==> config.mk <==
export PLATFORM = sky130hd
export DESIGN_NAME = hazard_ctrl
export DESIGN_NICKNAME = d
export VERILOG_FILES = /design/src/rtl/hazard_ctrl_pkg.sv /design/src/rtl/hazard_ctrl_md_timer.sv /design/src/rtl/hazard_ctrl.sv
export SDC_FILE = /design/constraint.sdc
export NUM_CORES = 1
export LEC_CHECK = 0
export BUFFER_PORTS_ARGS = -buffer_cell sky130_fd_sc_hd__buf_2
export CAP_MARGIN = 10
export CELL_PAD_IN_SITES_DETAIL_PLACEMENT = 0
export CELL_PAD_IN_SITES_GLOBAL_PLACEMENT = 1
export CORE_MARGIN = 2
export CORE_UTILIZATION = 32
export CTS_CLUSTER_DIAMETER = 50
export CTS_CLUSTER_SIZE = 28
export DETAILED_ROUTE_END_ITERATION = 7
export GPL_ROUTABILITY_DRIVEN = 0
export PLACE_DENSITY_LB_ADDON = 0.1
export SLEW_MARGIN = 20
export SYNTH_ARGS = -nofsm -noshare
export SYNTH_HDL_FRONTEND = slang
export SYNTH_SLANG_ARGS = --single-unit
==> constraint.sdc <==
create_clock -name clk -period 2.1 [get_ports clk]
set_input_delay 0.105 -clock clk [delete_from_list [all_inputs] [get_ports clk]]
set_output_delay 0.105 -clock clk [all_outputs]
set_load 0.05 [all_outputs]
==> src/rtl/hazard_ctrl_pkg.sv <==
// Shared encodings and helpers for the pipeline hazard controller.
// Forwarding-mux codes, mult/div FSM states and the register-compare rule live here.
package hazard_ctrl_pkg;

  localparam logic [1:0] FWD_RF  = 2'b00;
  localparam logic [1:0] FWD_WB  = 2'b01;
  localparam logic [1:0] FWD_MEM = 2'b10;

  typedef enum logic {
    MD_IDLE = 1'b0,
    MD_BUSY = 1'b1
  } md_state_t;

  // $zero is hardwired, so a producer writing it never creates a dependency.
  function automatic logic reg_match(input logic [4:0] a, input logic [4:0] b);
    return (a != 5'd0) && (a == b);
  endfunction

endpackage

==> src/rtl/hazard_ctrl_md_timer.sv <==
// Busy tracker for the multi-cycle mult/div unit.
// MdBusy rises the cycle after issue and stays high for exactly MULT_LAT or DIV_LAT cycles.
module hazard_ctrl_md_timer
  import hazard_ctrl_pkg::*;
#(
  parameter int MULT_LAT = 5,
  parameter int DIV_LAT  = 10
) (
  input  logic clk,
  input  logic reset,
  input  logic md_start,
  input  logic md_op,
  output logic md_busy
);

  localparam int MAX_LAT = (DIV_LAT > MULT_LAT) ? DIV_LAT : MULT_LAT;
  localparam int CW      = (MAX_LAT > 1) ? $clog2(MAX_LAT) : 1;

  md_state_t     state, state_nxt;
  logic [CW-1:0] cnt, cnt_nxt;

  // NOTE: sequential state uses non-blocking assignments so every flop samples pre-edge values.
  always_ff @(posedge clk or negedge reset) begin
    if (!reset) begin
      state <= MD_IDLE;
      cnt   <= '0;
    end else begin
      state <= state_nxt;
      cnt   <= cnt_nxt;
    end
  end

  // NOTE: defaults first so every path assigns every output and no latch is inferred.
  always_comb begin
    state_nxt = state;
    cnt_nxt   = cnt;
    unique case (state)
      MD_IDLE: begin
        if (md_start) begin
          state_nxt = MD_BUSY;
          cnt_nxt   = md_op ? CW'(DIV_LAT - 1) : CW'(MULT_LAT - 1);
        end
      end
      // A start while busy is ignored here; the stall logic keeps it from happening.
      MD_BUSY: begin
        if (cnt == '0) state_nxt = MD_IDLE;
        else           cnt_nxt   = cnt - CW'(1);
      end
      default: begin
        state_nxt = MD_IDLE;
        cnt_nxt   = '0;
      end
    endcase
  end

  always_comb begin
    md_busy = (state == MD_BUSY);
  end

endmodule

==> src/rtl/hazard_ctrl.sv <==
// Stall/flush/forward controller for the 5-stage pipeline.
// Compares D/E/M/W register addresses, tracks the mult/div unit and counts stall cycles.
module hazard_ctrl
  import hazard_ctrl_pkg::*;
#(
  parameter int MULT_LAT = 5,
  parameter int DIV_LAT  = 10,
  parameter int CNT_W    = 16
) (
  input  logic             clk,
  input  logic             reset,
  input  logic [4:0]       RsD,
  input  logic [4:0]       RtD,
  input  logic [4:0]       RsE,
  input  logic [4:0]       RtE,
  input  logic [4:0]       RegAddrE,
  input  logic [4:0]       RegAddrM,
  input  logic [4:0]       RegAddrW,
  input  logic             RegWriteE,
  input  logic             RegWriteM,
  input  logic             RegWriteW,
  input  logic             MemtoRegE,
  input  logic             MemtoRegM,
  input  logic             BranchD,
  input  logic             JrD,
  input  logic             MdUseD,
  input  logic             MdStartE,
  input  logic             MdOpE,
  output logic             StallF,
  output logic             StallD,
  output logic             FlushE,
  output logic             ForwardAD,
  output logic             ForwardBD,
  output logic [1:0]       ForwardAE,
  output logic [1:0]       ForwardBE,
  output logic             MdBusy,
  output logic [CNT_W-1:0] StallCnt
);

  logic lwstall, brstall, mdstall, stall;

  hazard_ctrl_md_timer #(
    .MULT_LAT (MULT_LAT),
    .DIV_LAT  (DIV_LAT)
  ) u_md_timer (
    .clk      (clk),
    .reset    (reset),
    .md_start (MdStartE),
    .md_op    (MdOpE),
    .md_busy  (MdBusy)
  );

  // MEM is the younger producer, so it takes priority over WB.
  always_comb begin
    ForwardAE = FWD_RF;
    if (RegWriteM && reg_match(RegAddrM, RsE))      ForwardAE = FWD_MEM;
    else if (RegWriteW && reg_match(RegAddrW, RsE)) ForwardAE = FWD_WB;

    ForwardBE = FWD_RF;
    if (RegWriteM && reg_match(RegAddrM, RtE))      ForwardBE = FWD_MEM;
    else if (RegWriteW && reg_match(RegAddrW, RtE)) ForwardBE = FWD_WB;

    ForwardAD = RegWriteM && reg_match(RegAddrM, RsD);
    ForwardBD = RegWriteM && reg_match(RegAddrM, RtD);
  end

  // Branches resolve in ID, so an EX result or a MEM load is not yet available to them;
  // jr/jalr read rs only.
  always_comb begin
    lwstall = MemtoRegE && (reg_match(RegAddrE, RsD) || reg_match(RegAddrE, RtD));
    brstall = (BranchD || JrD) &&
              ((RegWriteE && (reg_match(RegAddrE, RsD) || (BranchD && reg_match(RegAddrE, RtD)))) ||
               (MemtoRegM && (reg_match(RegAddrM, RsD) || (BranchD && reg_match(RegAddrM, RtD)))));
    mdstall = MdUseD && (MdBusy || MdStartE);
    stall   = lwstall || brstall || mdstall;
    StallF  = stall;
    StallD  = stall;
    FlushE  = stall;
  end

  // NOTE: the counter is reset explicitly; debug readout must start from a known zero.
  always_ff @(posedge clk or negedge reset) begin
    if (!reset) begin
      StallCnt <= '0;
    end else if (StallD && (StallCnt != '1)) begin
      StallCnt <= StallCnt + CNT_W'(1);
    end
  end

endmodule

==> reports/results.tsv <==
metric	value	unit
status	finished clean	
synth_cells	189	
netlist_area	1826	um2
async_reset_ff_frac	1.000	
start_util	0.3315	
holdWs	0.1600	ns
yosys-mux-area-fraction	0.02193	
synth_compound_area_frac	0.1796	
drt_iter0_drc	44	
grt_max_degree	22	
final_cell_mix	72 x buf_2, 39 x xor2_1, 17 x dfrtp_1, 15 x xnor2_1, 13 x nand3_1	
drc	0	
area.growth.synth_to_final	29.54	%
hold_violations	0	
finalCriticalPeriod	1.959	ns
vias_per_cell	4.768	
clk_latency	0.26	ns
grt.total_usage	0.1511	
final_antenna_net_count	0	
hold_class	input port to flop	
hpwl	3.619	mm
seq_power_share	0.329	
die_w	79.53	um
rows	27	
ys_types	42	
cts_tree	yes	
dieArea	6325	um2
antenna_found_initial	0	
yosys_warnings	0	
via_count	1602	
rsz0062_at_grt	false	
fmax	510.6	MHz
syn_nets	239	
synth_fa_ha_area_frac	0.02056	
nFillCells	580	
cts_buffer_depth	2	
io_pins	73	
grt_pass1_vias	1613	
maxCapViolCount	0	
switching_share	0.4982	
fin_nets	315	
worst_slew_pin_slew	0.4885	ns
fin_skew	0.001917	ns
worstSetupStartpointType	flop	
ys_ff_latch	21	
grt_pass1_wl	7.721	mm
ys_seq_area_frac	0.2879	
relSlewSlack	0.6743	
clk_pin_slew	0.08	ns
cp_data_arrival_time	1.85	ns
drive_gt1_frac	0.4470	
clockPowerShare	0.126	
avgRoutedWirePerCell	13.52	um
clock-sinks	21	
synthTopCellsByArea	dfrtp_1 29%, xor2_1 19%, xnor2_1 7.2%	
tns	0	ns
seqCellArea	530.5	um2
setup_viol	0	
finalMaxSlewViolations	0	
numCtsBuffers	3	
yosysTopAreaCell	dfrtp_1	
cp_data_required_time	2.00	ns
worstSetupEndpointType	output pin	
p_switching	0.001053	W
p_int	0.001061	W
p_comb_frac	0.544	
p_total	0.002114	W
drtPass1Iterations	4	
synth_xor_area_frac	0.2591	
totalWireLength	4.544	mm
avgSynthCellArea	9.659	um2
period_share	0.9327	
synth_ff_type	dfrtp_1	
multi_input_area	1245	um2
final_common_cell	buf_2	
peakVddDrop	0.7340	mV
synth_top_family_by_area	XOR/XNOR gates	
cp_max_fo	7	
root_buffer	clkbuf_8	
p_per_area	894.0	nW/um2
htree_levels	1	
n_antenna_cell	0	
synth-simple-area-share	0.1823	
netlist.area_leader.share	0.2879	
io_buffers	72	
p_leak	1.076	nW
grt_remaining_overflow	0	
final_util	0.4294	
core_area	5507	um2
synth_edf_count	0	
die_y	79.53	um
path_class	flop to output pin	
[registers in the layout, indices dropped and copies added, names as in the netlist]
name                flops
u_md_timer.md_busy      1
u_md_timer.cnt          4
StallCnt               16
[final timing paths]
kind	start	endpoint	slack, ns	cells past startpoint
hold reg to reg	StallCnt[10]	StallCnt[10]	0.49	1
max in group asynchronous	reset	u_md_timer.md_busy	1.40	2
min in group asynchronous	reset	StallCnt[13]	0.34	2
hold / removal	MdStartE	u_md_timer.cnt[2]	0.16	3
setup / recovery	u_md_timer.md_busy	StallF	0.14	7
setup reg to reg	StallCnt[0]	StallCnt[7]	0.23	8
[critical path: stages (launching register included)]
cell and delay, ns:
dfrtp_2 0.40, o21ai_0 0.27, o31ai_1 0.13, buf_4 0.16
o21ai_4 0.14, buf_4 0.20, nand2_2 0.07, buf_2 0.21
[final cells by class]
type                    instances  area share
inverters                       6    0.009524
well taps                      72     0.03810
clock inverters                 1    0.002116
flip-flops and latches         21      0.2243
clock buffers                   3     0.01746
multi-input cells             152      0.5265
repair buffers                 81      0.1820
[cells in the mapped netlist (2+ instances only)]
| cell | instances |
|---|---|
| nor3_1 | 3 |
| o21ai_0 | 5 |
| nor2b_1 | 2 |
| dfrtp_1 | 21 |
| buf_2 | 5 |
| nand3b_1 | 2 |
| a211oi_1 | 4 |
| nor4_1 | 4 |
| inv_1 | 6 |
| nor2_1 | 8 |
| or2_2 | 2 |
| xor2_1 | 39 |
| buf_6 | 2 |
| buf_4 | 2 |
| o21ai_4 | 2 |
| xnor2_1 | 15 |
| mux2_4 | 2 |
| a21oi_1 | 5 |
| a211oi_2 | 8 |
| ha_1 | 3 |
| or4_1 | 3 |
| nand2_1 | 11 |
| and3_1 | 2 |
| nor3_2 | 3 |
| nand3_1 | 13 |
[per-layer routing]
layer	share of wire	vias to the layer above	global-route usage
li1	-	815	-
met1	0.47	752	0.1993
met2	0.48	33	0.2664
met3	0.042	2	0.02602
met4	0.0029	0	0.01552
met5	0	-	0
[cells by family after synthesis]
| kind of cell | count (synthesis) |
|---|---|
| XOR/XNOR | 54 |
| adder cells (fa/ha/maj) | 3 |
| AND/OR/NAND/NOR | 59 |
| multiplexers | 3 |
| AO/OA/AOI/OAI | 33 |
| flip-flops | 21 |
| buffers and inverters | 16 |
[repair_timing]
| action | in CTS | in global routing |
|---|---|---|
| gates resized for setup | 0 | 0 |
| endpoints found under the hold margin | 21 | 0 |
| setup endpoints to repair | 3 | 0 |
| hold buffers | 1 | 0 |
| setup buffers | 1 | 0 |
[power groups by stage]
stage | Sequential, W | Clock, W | Combinational (W)
detailed placement | 0.000705 | 0 | 0.00115
finish | 0.000696 | 0.000267 | 0.00115
floorplan | 0.00100 | 0 | 0.000554
CTS | 0.000697 | 0.000282 | 0.00116
global placement | 0.000701 | 0 | 0.00116
global route | 0.000721 | 0.000300 | 0.00126
[through the flow]
step           cell area [um2]  cells  worst slack [ns]
6_report                  2365    336            0.1414
5_1_grt                   2365    336          0.003452
3_5_place_dp              2301    330            0.1045
4_1_cts                   2365    336            0.1072
2_1_floorplan             1864    189         -0.001757
3_3_place_gp              2301    330            0.1048
No activity file was read; power rests on OpenSTA's default activity.
